`config.mk`:
```
export PLATFORM = sky130hd
export DESIGN_NAME = coin_pulse_conditioner
export DESIGN_NICKNAME = d
export VERILOG_FILES = /design/src/rtl/coin_pulse_conditioner.sv
export SDC_FILE = /design/constraint.sdc
export NUM_CORES = 1
export LEC_CHECK = 0
export BUFFER_PORTS_ARGS = -buffer_cell sky130_fd_sc_hd__buf_4
export CORE_UTILIZATION = 58
export CTS_BUF_LIST = sky130_fd_sc_hd__clkbuf_16
export DETAILED_ROUTE_END_ITERATION = 8
export GPL_TIMING_DRIVEN = 0
export PLACE_DENSITY = 0.86
export SLEW_MARGIN = 20
export SYNTH_ARGS = -nofsm -noshare
export SYNTH_HDL_FRONTEND = slang
export SYNTH_SLANG_ARGS = --single-unit
```
`constraint.sdc`:
```
create_clock -name clock -period 2.48 [get_ports clock]
set_input_delay 0 -clock clock [delete_from_list [all_inputs] [get_ports clock]]
set_output_delay 0 -clock clock [all_outputs]
set_load 0.1 [all_outputs]
```
`src/rtl/coin_pulse_conditioner.sv`:
```
// Coin-sensor front end: 2-FF synchronizer, debounce/qualify FSM, post-release
// holdoff, jam detection and a saturating accepted-coin counter. Produces one
// registered single-cycle x pulse per physical coin for the vending FSM.
module coin_pulse_conditioner #(
  parameter int DEBOUNCE_CYCLES = 4,
  parameter int HOLDOFF_CYCLES  = 8,
  parameter int JAM_CYCLES      = 64
) (
  input  logic       clock,
  input  logic       reset,
  input  logic       coin_raw,
  input  logic       enable,
  output logic       x,
  output logic       jam,
  output logic [7:0] coin_count
);

  localparam int MAX_AB = (DEBOUNCE_CYCLES > HOLDOFF_CYCLES) ? DEBOUNCE_CYCLES : HOLDOFF_CYCLES;
  localparam int MAX_P  = (MAX_AB > JAM_CYCLES) ? MAX_AB : JAM_CYCLES;
  localparam int CW     = $clog2(MAX_P) + 1;

  localparam logic [CW-1:0] DEB_LAST  = CW'(DEBOUNCE_CYCLES - 1);
  localparam logic [CW-1:0] HOLD_LAST = CW'(HOLDOFF_CYCLES - 1);
  localparam logic [CW-1:0] JAM_LAST  = CW'(JAM_CYCLES - 1);
  localparam logic [CW-1:0] CNT_ONE   = CW'(1);

  typedef enum logic [2:0] {
    S_IDLE,
    S_QUAL_HI,
    S_ACCEPT,
    S_WAIT_LOW,
    S_JAM,
    S_HOLDOFF
  } state_t;

  state_t        state, state_nxt;
  logic [CW-1:0] cnt, cnt_nxt;      // shared per-state counter, cleared on state change
  logic [CW-1:0] hi_cnt, hi_nxt;    // cycles elapsed since ACCEPT, drives jam detection
  logic          sync1, s;

  // Two-flop synchronizer for the asynchronous sensor line.
  always_ff @(posedge clock or negedge reset) begin
    if (!reset) begin
      sync1 <= 1'b0;
      s     <= 1'b0;
    end else begin
      // NOTE: clocked state uses non-blocking assignments so every flop samples
      // the pre-edge value; blocking here would collapse the two stages into one.
      sync1 <= coin_raw;
      s     <= sync1;
    end
  end

  // State and counter registers.
  always_ff @(posedge clock or negedge reset) begin
    if (!reset) begin
      state  <= S_IDLE;
      cnt    <= '0;
      hi_cnt <= '0;
    end else begin
      state  <= state_nxt;
      cnt    <= cnt_nxt;
      hi_cnt <= hi_nxt;
    end
  end

  // Next-state and counter logic.
  always_comb begin
    // NOTE: every output of this block gets a default before the case, so no
    // path leaves a signal unassigned and no latch is inferred.
    state_nxt = state;
    cnt_nxt   = cnt;
    hi_nxt    = hi_cnt;
    case (state)
      S_IDLE: begin
        if (s && enable) begin
          state_nxt = S_QUAL_HI;
          cnt_nxt   = CNT_ONE;
        end
      end
      S_QUAL_HI: begin
        if (!s || !enable) begin
          state_nxt = S_IDLE;        // glitch or gated: drop without a pulse
          cnt_nxt   = '0;
        end else if (cnt == DEB_LAST) begin
          state_nxt = S_ACCEPT;
          cnt_nxt   = '0;
        end else begin
          cnt_nxt = cnt + 1'b1;
        end
      end
      S_ACCEPT: begin
        state_nxt = S_WAIT_LOW;
        cnt_nxt   = '0;
        hi_nxt    = CNT_ONE;         // the ACCEPT cycle counts toward the jam time
      end
      S_WAIT_LOW: begin
        // A completed release wins over a jam declared on the same edge.
        // The jam timer measures total time since ACCEPT, so a sensor that
        // keeps chattering without a clean release is also treated as jammed.
        if (!s && (cnt == DEB_LAST)) begin
          state_nxt = S_HOLDOFF;
          cnt_nxt   = '0;
        end else if (hi_cnt == JAM_LAST) begin
          state_nxt = S_JAM;
          cnt_nxt   = '0;
        end else begin
          cnt_nxt = s ? '0 : cnt + 1'b1;
          hi_nxt  = hi_cnt + 1'b1;
        end
      end
      S_JAM: begin
        if (s) begin
          cnt_nxt = '0;
        end else if (cnt == DEB_LAST) begin
          state_nxt = S_HOLDOFF;
          cnt_nxt   = '0;
        end else begin
          cnt_nxt = cnt + 1'b1;
        end
      end
      S_HOLDOFF: begin
        if (cnt == HOLD_LAST) begin
          state_nxt = S_IDLE;
          cnt_nxt   = '0;
        end else begin
          cnt_nxt = cnt + 1'b1;
        end
      end
      default: begin
        state_nxt = S_IDLE;
        cnt_nxt   = '0;
      end
    endcase
  end

  // Registered outputs, decoded from the next state so they align with it.
  always_ff @(posedge clock or negedge reset) begin
    if (!reset) begin
      x          <= 1'b0;
      jam        <= 1'b0;
      coin_count <= 8'd0;
    end else begin
      x   <= (state_nxt == S_ACCEPT);
      jam <= (state_nxt == S_JAM);
      if ((state_nxt == S_ACCEPT) && (coin_count != 8'hFF)) begin
        coin_count <= coin_count + 8'd1;
      end
    end
  end

endmodule
```
* Word-level counts from Yosys, hierarchy flattened
Cells that the tools add are included.
** Word-level totals
- Register bits :: 29
** Cells by class
- $add $sub $neg :: 3
- Equality and inequality tests :: 14
- Mux-type cells :: 21
- Reduce and logical (&&, ||, !) cells :: 9
** Operators with widths (count)
- 7-bit two-way mux :: 10
- 7-bit case mux with 5 select lines :: 1
- 3-bit two-way mux :: 8
- 3-bit case mux with 6 select lines :: 1
- 7-bit by 1-bit adder with 7-bit output (second input constant) :: 2
- 7-bit case mux with 2 select lines :: 1
- 3-bit by 2-bit == test with 1-bit output (second input constant) :: 3
- 3-bit == test (second input constant) :: 3
- 8-bit by 1-bit adder with 8-bit output (second input constant) :: 1
- 8-bit != test (second input constant) :: 1
- 7-bit by 2-bit == test with 1-bit output (second input constant) :: 1
- 7-bit by 3-bit == test with 1-bit output (second input constant) :: 1
- 7-bit by 6-bit == test with 1-bit output (second input constant) :: 1
- 2-bit != test (second input constant) :: 3
- 3-bit by 1-bit == test with 1-bit output (second input constant) :: 1
- 1-bit logical AND :: 3
- 3-bit zero test :: 1
- 3-bit AND reduction :: 1
- 1-bit zero test :: 2
- 2-bit nonzero test :: 1
- 1-bit logical OR :: 1

* Logic depth before layout (Yosys ltp)
Gate-level depths: netlist of the first run.
- Word-level depth :: 6
- Mapped depth :: 7
- Depth with buffers taken out :: 6

* Least setup slack after synthesis of the first run
OpenSTA, ideal clock, no wires.
- Kind :: reg2reg
- From :: reg coin_count[0]
- To :: reg coin_count[7]
- Setup time :: 0.161 ns
- Arrival time :: 2.006 ns
- Path slack :: 0.313 ns
- Stages on the path, launching flop included :: 6
- Path buffers :: 0
- Period minus slack after synthesis :: 2.167 ns
- Path through :: dfrtp_1 > ha_1 > and3_1 > a311oi_2 > nand3_1 > xnor2_1
** Between the ends
- Word-level cells in the longest chain between the ends :: 2
- Elaborated cells between the ends (all ways) :: 3
- Those cells by class :: add/sub: 1; eq/ne: 1; reduce/logical: 1
** Ends and longest elaborated chain
- start, declared :: line 15 : output logic [7:0] coin_count
- start signal, assigned :: line 147 : coin_count <= coin_count + 8'd1;
- parallel branches: the longest is 2 deep, another holds 8-bit by 1-bit adder with 8-bit output
Parallel ways; which one is timed is not known.
A chain may end at the register's enable or synchronous reset.

* Worst setup path in the final report of the first run
- From :: reg cnt[0]
- To :: reg cnt[6]
** Between the ends
- Word-level cells in the longest chain between the ends :: 5
- Elaborated cells between the ends (all ways) :: 12
- Those cells by class :: add/sub: 1; eq/ne: 2; mux: 8; reduce/logical: 1
** Ends and longest elaborated chain
- start, declared :: line 37 : logic [CW-1:0] cnt, cnt_nxt;
- start signal, assigned :: line 62 : cnt <= cnt_nxt;
- 7-bit by 1-bit adder with 7-bit output
- 7-bit two-way mux :: line 108 : cnt_nxt = s ? '0 : cnt + 1'b1;
- 7-bit two-way mux :: line 104 : end else if (hi_cnt == JAM_LAST) begin
- 7-bit two-way mux :: line 101 : if (!s && (cnt == DEB_LAST)) begin
- 7-bit case mux with 5 select lines * :: line 74 : case (state)
Every way passes the cells marked *; elsewhere a longest branch is shown, timed or not.

==> results of run 1 <==
==> per-stage QoR <==
stage	std cells	hold slack [ps]	power (W)
6_report	200	184	0.00191
5_1_grt	200	233	0.00201
4_1_cts	200	199	0.00192
3_5_place_dp	190	-54.5	0.00113
3_3_place_gp	190	-64.5	0.00111
2_1_floorplan	147	-296	0.00102
==> registers in the layout (all words and copies together), names as in the netlist <==
signal,flops
cnt,7
coin_count,8
hi_cnt,7
jam,1
s,1
state,3
sync1,1
x,1
==> cell usage in the layout, fill, tap and decap left out, types with 2 or more instances in the layout <==
cell type,synthesis,routed
nand2_1,16,16
buf_4,0,13
nor2b_1,5,5
buf_2,3,3
o21ai_0,3,3
clkbuf_16,0,5
nand4_1,3,3
a32o_1,2,2
ha_1,3,3
a31oi_1,6,6
dlygate4sd3_1,0,2
a41oi_1,2,2
a21oi_1,6,6
nor3_1,2,2
and3_1,4,4
nand2b_1,3,3
nor2_1,9,9
o211ai_1,2,2
xor2_1,4,4
bufinv_16,0,2
inv_1,5,5
dfrtp_1,29,29
xnor2_1,4,4
nand3_1,11,11
==> cell families (layout without fill, tap and decap cells) <==
logic type | after synthesis | after routing | synth area share (%)
flops | 29 | 29 | 48.2
fa+ha+maj | 3 | 3 | 2.49
buf+inv | 9 | 32 | 2.99
simple gates | 60 | 60 | 21.9
mux | 2 | 2 | 1.41
compound gates | 36 | 36 | 18.3
xor+xnor | 8 | 8 | 4.65
==> repair_timing <==
action | 4_1_cts | 5_1_grt
gates resized for setup | 0 | 0
hold buffers | 2 | 0
endpoints found under the hold margin | 30 | 0
==> path summary, 6_finish.rpt <==
kind                        start        end  slack (ps)
setup / recovery           cnt[0]     cnt[6]         220
hold / removal              reset     cnt[3]         180
setup reg to reg           cnt[0]     cnt[6]         220
hold reg to reg             sync1          s         350
max in group asynchronous   reset  hi_cnt[6]        2030
min in group clock         enable     cnt[0]         220
==> layout make-up <==
cell class	instances	share of cell area [%]
Multi-Input combinational cell	109	39.7
Tap cell	30	2.03
Clock buffer	5	6.76
Timing Repair Buffer	15	6.36
Buffer	4	1.42
Inverter	5	1.01
Sequential cell	29	39.2
Clock inverter	3	3.52
==> per-layer routing <==
metal | up-vias | wire length (microns) | GRT usage, %
met1 | 596 | 1230 | 32.9
met3 | 3 | 169 | 8.62
met5 | - | 0 | 0
li1 | 601 | - | -
met4 | 0 | 36 | 8.33
met2 | 43 | 1580 | 42.8
==> worst max-delay path, cell delays in order (launching register included) <==
cell and delay (ps):
dfrtp_1 410, ha_1 300, nor2b_1 200, a2111oi_0 620
a311o_1 240, buf_6 140, a41oi_1 110, a31oi_1 160
==> power by group through the flow <==
stage | clock, W | sequential, W | combinational [W]
2_1_floorplan | 0 | 0.000669 | 0.000349
3_3_place_gp | 0 | 0.000617 | 0.000491
3_5_place_dp | 0 | 0.000622 | 0.000511
4_1_cts | 0.000783 | 0.000615 | 0.000521
5_1_grt | 0.000805 | 0.000625 | 0.000582
6_report | 0.000769 | 0.000616 | 0.000521
==> flow_metrics.py, run 1 <==
metrics = {
    "timing": {
        "hold_viol_final": 0,
        "relSlewSlack_pct": 57.5,
        "setup_violations": 0,
        "finalWorstSetupSlack_ps": 219,
        "rsz0062_at_grt": "false",
        "fin_skew_ps": 2.53,
        "period_needed_ps": 2260,
        "worst_slew_pin_slew_ps": 622,
        "period_share_pct": 91.2,
        "fmax_mhz": 442,
        "final.setup.tns_ps": 0,
        "finalMaxSlewViolations": 0,
    },
    "final_layout": {
        "regArea_sq_um": 726,
        "multi_input_area_sq_um": 734,
        "fillers": 163,
        "diodes": 0,
        "layout-drive-gt1-share_pct": 20.0,
        "final_util_pct": 75.4,
        "final_design_area_no_fill_sq_um": 1850,
        "area_growth_syn_to_layout_pct": 22.9,
        "final_nets": 176,
    },
    "global_route": {
        "antenna_found_initial": 0,
        "grt_pass1_wl_mm": 5.15,
        "grt_max_degree": 30,
        "grt_pass1_vias": 1134,
        "grt_overflow": 0,
        "grt_usage_pct": 26.3,
    },
    "worst_hold_path": {
        "hold_class": "primary input to async pin",
    },
    "cts": {
        "h-tree-depth": 2,
        "clkLatencyLatePin_ps": 270,
        "clk_pin_slew_worst_paths_ps": 50,
        "clock_sinks": 29,
        "cts_tree": "built",
        "clockBufferDepth": 2,
        "clock-root-buffer": "clkbuf_16",
        "postCtsSetupRepairBufs": 0,
        "cts_buffers": 5,
    },
    "yosys": {
        "synthTopCellsByCount": "dfrtp_1, nand2_1, nand3_1",
        "yosys-top-cells-area": "dfrtp_1, nand2_1, nand3_1",
        "ys.warnings.count": 0,
        "ys_ff_latch": 29,
        "syn_avg_cell_area_sq_um": 10.2,
        "ys.flop_type": "dfrtp_1",
        "yosys.area.top_type": "dfrtp_1",
        "syn_nets": 154,
        "synth_cell_type_count": 45,
        "synth_top_area_share_pct": 48.2,
        "synth_edf_count": 0,
        "syn_inst": 147,
        "synthMostInstantiatedCell": "dfrtp_1",
        "syn-cell-area_sq_um": 1510,
        "synth_seq_area_share_pct": 48.2,
        "async_reset_ff_share_pct": 100,
    },
    "drt": {
        "vias_per_cell": 6.22,
        "ant_nets": 0,
        "dr.pass1.iters": 4,
        "routed_wl_mm": 3.01,
        "route.detailed.drc": 0,
        "post_drt_wl_per_cell_microns": 15.1,
        "num_vias": 1243,
        "drtIter0Drc": 24,
    },
    "floorplanning": {
        "coreArea_sq_um": 2450,
        "fp-row-count": 18,
        "die_y_microns": 52.9,
        "die_area_sq_um": 2800,
        "fp.dieW_microns": 52.9,
        "ioPinCount": 14,
        "initial_utilization_pct": 61.3,
    },
    "placed_design": {
        "pre_cts_slack_ps": 278,
        "gp_congestion": 0.865,
        "placed_area_sq_um": 1640,
        "dpl.hpwl_mm": 2.07,
        "io_buffer_count": 13,
    },
    "run_status": {
        "outcome": "complete, no violations",
    },
    "worst_setup_path": {
        "path_class": "flop to flop",
        "startpoint_type": "flop",
        "r2r_cells": 7,
        "worstPathRequired_ps": 2670,
        "arrival_ps": 2450,
        "cp_max_fo": 10,
        "end_kind": "flop",
    },
    "power": {
        "vdd_drop_max_uv": 916,
        "power.switching_w": 0.000601,
        "leakage_nw": 0.853,
        "comb_power_share_pct": 27.3,
        "p_seq_share_pct": 32.3,
        "swShare_pct": 31.5,
        "powerDensity_nw_per_um2": 1030,
        "clkPwrFrac_pct": 40.3,
        "internal_power_w": 0.00131,
    },
    "job": {
        "maxCapViolCount": 0,
    },
}
(Power assumes the default switching activity.)
==> run 2, diff against run 1 <==
--- a/config.mk
+++ b/config.mk
@@ -9,8 +9,9 @@
 export CORE_UTILIZATION = 58
 export CTS_BUF_LIST = sky130_fd_sc_hd__clkbuf_16
 export DETAILED_ROUTE_END_ITERATION = 8
+export GPL_ROUTABILITY_DRIVEN = 1
 export GPL_TIMING_DRIVEN = 0
-export PLACE_DENSITY = 0.86
+export PLACE_DENSITY = 0.85
 export SLEW_MARGIN = 20
 export SYNTH_ARGS = -nofsm -noshare
 export SYNTH_HDL_FRONTEND = slang
==> constraint.sdc (replaced) <==
create_clock -name clock -period 2.48 [get_ports clock]
set_input_delay 0.372 -clock clock [delete_from_list [all_inputs] [get_ports clock]]
set_output_delay 0.372 -clock clock [all_outputs]
set_load 0.1 [all_outputs]
==> flow_metrics.py, run 2 (synthesized netlist as in run 1, its figures left out) <==
metrics = {
    "drt": {
        "post_drt_wl_per_cell_microns": 16.2,
        "route.detailed.drc": 0,
        "num_vias": 1234,
        "vias_per_cell": 6.23,
        "dr.pass1.iters": 4,
        "routed_wl_mm": 3.21,
        "ant_nets": 0,
        "drtIter0Drc": 29,
    },
    "worst_setup_path": {
        "arrival_ps": 2450,
        "path_class": "flop to flop",
        "cp_max_fo": 10,
        "worstPathRequired_ps": 2670,
        "end_kind": "flop",
        "startpoint_type": "flop",
    },
    "cts": {
        "h-tree-depth": 2,
        "cts_hold_buf": 0,
        "cts_tree": "built",
        "clkLatencyLatePin_ps": 270,
        "cts_buffers": 5,
        "clk_pin_slew_worst_paths_ps": 50,
        "postCtsSetupRepairBufs": 0,
        "clockBufferDepth": 2,
        "clock_sinks": 29,
        "clock-root-buffer": "clkbuf_16",
    },
    "run_status": {
        "outcome": "complete, no violations",
    },
    "timing": {
        "setup_violations": 0,
        "hold_viol_final": 0,
        "period_needed_ps": 2260,
        "worst_slew_pin_slew_ps": 567,
        "final.setup.tns_ps": 0,
        "finalMaxSlewViolations": 0,
        "fmax_mhz": 442,
        "period_share_pct": 91.1,
        "fin_skew_ps": 3.15,
        "rsz0062_at_grt": "false",
        "relSlewSlack_pct": 62.1,
    },
    "global_route": {
        "grt_pass1_wl_mm": 5.21,
        "grt_overflow": 0,
        "grt_max_degree": 30,
        "grt_usage_pct": 27.0,
        "antenna_found_initial": 0,
        "grt_pass1_vias": 1134,
    },
    "final_layout": {
        "multi_input_area_sq_um": 736,
        "fillers": 180,
        "final_design_area_no_fill_sq_um": 1830,
        "regMostFlops": "coin_count",
        "area_growth_syn_to_layout_pct": 21.7,
        "top_regs": "coin_count x8, cnt x7, hi_cnt x7",
        "final_nets": 174,
        "diodes": 0,
        "layout-drive-gt1-share_pct": 20.2,
        "regArea_sq_um": 726,
        "largest_reg_flops": 8,
        "layout_common_cells": "dfrtp_1, nand2_1, buf_4",
        "layout_commonest_cell": "dfrtp_1",
    },
    "placed_design": {
        "io_buffer_count": 13,
        "gp_congestion": 0.900,
        "placed_area_sq_um": 1640,
        "dpl.hpwl_mm": 2.10,
    },
    "power": {
        "vdd_drop_max_uv": 865,
        "powerDensity_nw_per_um2": 1050,
        "leakage_nw": 0.845,
    },
    "floorplanning": {
        "ioPinCount": 14,
        "die_y_microns": 52.9,
        "fp.dieW_microns": 52.9,
        "coreArea_sq_um": 2450,
        "initial_utilization_pct": 61.3,
        "die_area_sq_um": 2800,
        "fp-row-count": 18,
    },
    "job": {
        "maxCapViolCount": 0,
    },
    "worst_hold_path": {
        "hold_class": "primary input to async pin",
    },
}
[run 2: worst paths after layout]
kind | start | endpoint | slack [ps] | cells after the start
max in group asynchronous | reset | x | 2190 | 1
worst max-delay path | cnt[0] | cnt[5] | 220 | 7
worst min register to register | sync1 | s | 360 | 0
worst max register to register | cnt[0] | cnt[5] | 220 | 7
min in group clock | coin_raw | sync1 | 210 | 1
worst min-delay path | reset | cnt[5] | 20 | 1
[run 2: per-layer routing]
layer	GRT usage, %	wire (microns)
met2	43.9	1660
met1	32.2	1330
met4	10.1	87
met5	0	0
met3	10.1	128
[run 2: repair_timing]
action	4_1_cts	5_1_grt
resized for setup	0	1
setup endpoints to repair	0	1
hold endpoints to repair	0	0
[run 2: worst max-delay path: stages, from the launching register on]
cell and delay, ps:
dfrtp_1 400, ha_1 300, nor2b_1 210, a2111oi_1 590, a311o_1 250, buf_6 150
a41oi_1 110, a31oi_1 160
[run 2: area by class of cell]
class,count,area share (%)
flip-flops and latches,29,39.6
multi-input cells,109,40.2
clock inverters,3,3.55
well taps,30,2.05
plain buffers,4,1.43
clock buffers,5,6.83
repair buffers,13,5.33
inverters,5,1.02
[run 2: through the flow]
| stage | total power, W | setup slack [ps] | hold slack (ps) | utilization, % | cells |
|---|---|---|---|---|---|
| 2_1_floorplan | 0.00102 | 313 | 76.4 | - | 147 |
| 3_3_place_gp | 0.00111 | 400 | 309 | 66.8 | 190 |
| 3_5_place_dp | 0.00114 | 344 | 311 | 66.8 | 190 |
| 4_1_cts | 0.00193 | 110 | 25.4 | 74.6 | 198 |
| 5_1_grt | 0.00203 | 105 | 48.2 | 74.6 | 198 |
| 6_report | 0.00192 | 220 | 16.8 | 74.6 | 198 |
[run 2: power breakdown]
group,switching (W),total (W),internal [W]
Clock,0.000202,0.000774,0.000572
Sequential,0.0000683,0.000616,0.000548
Combinational,0.000349,0.000535,0.000186
==> run 3, diff against run 2 <==
--- a/config.mk
+++ b/config.mk
@@ -6,12 +6,12 @@
 export NUM_CORES = 1
 export LEC_CHECK = 0
 export BUFFER_PORTS_ARGS = -buffer_cell sky130_fd_sc_hd__buf_4
-export CORE_UTILIZATION = 58
+export CORE_UTILIZATION = 52
 export CTS_BUF_LIST = sky130_fd_sc_hd__clkbuf_16
 export DETAILED_ROUTE_END_ITERATION = 8
 export GPL_ROUTABILITY_DRIVEN = 1
 export GPL_TIMING_DRIVEN = 0
-export PLACE_DENSITY = 0.85
+export PLACE_DENSITY = 0.81
 export SLEW_MARGIN = 20
 export SYNTH_ARGS = -nofsm -noshare
 export SYNTH_HDL_FRONTEND = slang
==> constraint.sdc (replaced) <==
create_clock -name clock -period 2 [get_ports clock]
set_input_delay 0.2 -clock clock [delete_from_list [all_inputs] [get_ports clock]]
set_output_delay 0.2 -clock clock [all_outputs]
set_load 0.1 [all_outputs]
==> flow_metrics.py, run 3 (synthesized netlist as in run 1, its figures left out) <==
metrics = {
    "run_status": {
        "outcome": "complete, but fails checks",
        "violations": "setup timing",
    },
    "final_layout": {
        "layout-drive-gt1-share_pct": 32.8,
        "fin_cells": 214,
        "top_regs": "coin_count x8, cnt x7, hi_cnt x7",
        "multi_input_area_sq_um": 830,
        "regMostFlops": "coin_count",
        "layout_commonest_cell": "buf_4",
        "largest_reg_flops": 8,
        "fillers": 208,
        "regArea_sq_um": 733,
        "area_growth_syn_to_layout_pct": 32.4,
        "layout_common_cells": "buf_4, dfrtp_1, nand2_1",
        "final_nets": 189,
        "diodes": 0,
    },
    "timing": {
        "rsz0062_at_grt": "true",
        "finalMaxSlewViolations": 0,
        "hold_viol_final": 0,
        "period_share_pct": 102,
        "setup_violations": 4,
        "worst_slew_pin_slew_ps": 495,
        "fin_skew_ps": 5.24,
        "relSlewSlack_pct": 66.9,
        "finalWorstSetupSlack_ps": -48.0,
        "period_needed_ps": 2050,
        "fmax_mhz": 488,
        "whs_ps": 41.4,
    },
    "floorplanning": {
        "coreArea_sq_um": 2760,
        "die_y_microns": 55.8,
        "fp.dieW_microns": 55.8,
        "ioPinCount": 14,
        "fp-row-count": 19,
        "die_area_sq_um": 3110,
        "initial_utilization_pct": 54.6,
    },
    "worst_hold_path": {
        "worstHoldStart": "coin_raw",
        "hold_class": "primary input to flop",
    },
    "drt": {
        "vias_per_cell": 6.26,
        "num_vias": 1339,
        "ant_nets": 0,
        "routed_wl_mm": 3.51,
        "drtIter0Drc": 61,
        "route.detailed.drc": 0,
        "dr.pass1.iters": 5,
        "post_drt_wl_per_cell_microns": 16.4,
    },
    "worst_setup_path": {
        "path_class": "flop to flop",
        "cp.buffers_inverters": 1,
        "startpoint_type": "flop",
        "cp_max_fo": 5,
        "crit_slowest_cell": "or4b_4",
        "worstPathRequired_ps": 2140,
        "max_stage_delay_ps": 500,
        "crit_chain": "ha_4, nand3_4, or4b_4, a311o_1, buf_6, a41oi_2, a31oi_1",
        "cp-startpoint": "hi_cnt[0]",
        "end_kind": "flop",
        "r2r_start": "hi_cnt[0]",
        "arrival_ps": 2190,
        "critical_path.top_delay_family": "compound AO/OA/AOI/OAI gates",
    },
    "cts": {
        "h-tree-depth": 2,
        "cts_tree": "built",
        "clockBufferDepth": 2,
        "clock-root-buffer": "clkbuf_16",
        "cts_buffers": 5,
        "clkLatencyLatePin_ps": 270,
        "clk_pin_slew_worst_paths_ps": 50,
        "clock_sinks": 29,
    },
    "placed_design": {
        "io_buffer_count": 13,
        "pre_cts_slack_ps": -139,
        "placedCellCount": 191,
        "dpl.hpwl_mm": 2.19,
        "gp_congestion": 0.866,
    },
    "power": {
        "swShare_pct": 36.0,
        "clkPwrFrac_pct": 30.0,
        "comb_power_share_pct": 35.9,
        "p_seq_share_pct": 34.0,
        "power.switching_w": 0.000819,
        "vdd_drop_max_uv": 859,
        "powerDensity_nw_per_um2": 1140,
        "leakage_nw": 0.886,
        "internal_power_w": 0.00146,
    },
    "global_route": {
        "grt_pass1_vias": 1292,
        "antenna_found_initial": 0,
        "grt_pass1_wl_mm": 5.80,
        "grt_overflow": 0,
        "grt_max_degree": 30,
        "grt_usage_pct": 24.3,
    },
    "job": {
        "maxCapViolCount": 0,
    },
}
[run 3: changes by cell type in the layout (fill, tap and decap cells not counted), sizes merged]
cell | before | now
buf | 17 | 31
bufinv | 2 | 0
dlygate4sd3 | 0 | 1
inv | 5 | 7
[run 3: final cells by class]
| class | instances | share of cell area [%] |
|---|---|---|
| buffer | 4 | 1.32 |
| inverter | 5 | 0.942 |
| tap | 31 | 1.95 |
| sequential | 29 | 36.8 |
| clock inverter | 3 | 0.565 |
| timing repair buffer | 28 | 10.5 |
| clock buffer | 5 | 6.28 |
| multi-input combinational | 109 | 41.6 |
[run 3: stage by stage]
step	instance area, sq um	power (W)	TNS, ps	util [%]
after floorplan	1510	0.00126	0	-
after global placement	1650	0.00138	-272	59.8
after detailed placement	1650	0.00142	-639	59.8
after CTS	1890	0.00220	-83.9	68.5
after global routing	1990	0.00241	-504	72.3
final	1990	0.00228	-127	72.3
[run 3: per-layer routing]
layer	track usage, %	vias up	share of wire (%)
met4	11.4	0	2.8
met5	0	-	0
met2	40.3	49	51
li1	-	622	-
met3	5.81	13	4.8
met1	30.1	655	41
[run 3: power groups by stage]
stage	clock network, W	registers, W	logic (W)
2_1_floorplan	0	0.000832	0.000432
3_3_place_gp	0	0.000768	0.000614
3_5_place_dp	0	0.000774	0.000646
4_1_cts	0.000693	0.000774	0.000730
5_1_grt	0.000711	0.000790	0.000905
6_report	0.000684	0.000775	0.000818
[run 3: worst paths after layout]
check                                end  slack (ps)  cells past startpoint
min                                sync1          40                      1
min reg2reg                            s         340                      0
max reg2reg                       cnt[5]         -50                      7
max                               cnt[5]         -50                      7
max in group asynchronous  coin_count[0]        1330                      2
min in group asynchronous         cnt[3]         380                      2
[run 3: repair_timing]
item,in CTS,in global routing
gates resized for setup,8,9
buffers inserted,6,7
pin swaps,3,5
hold buffers,1,0
setup endpoints to repair,10,20
cloned,0,1
hold endpoints to repair,29,0
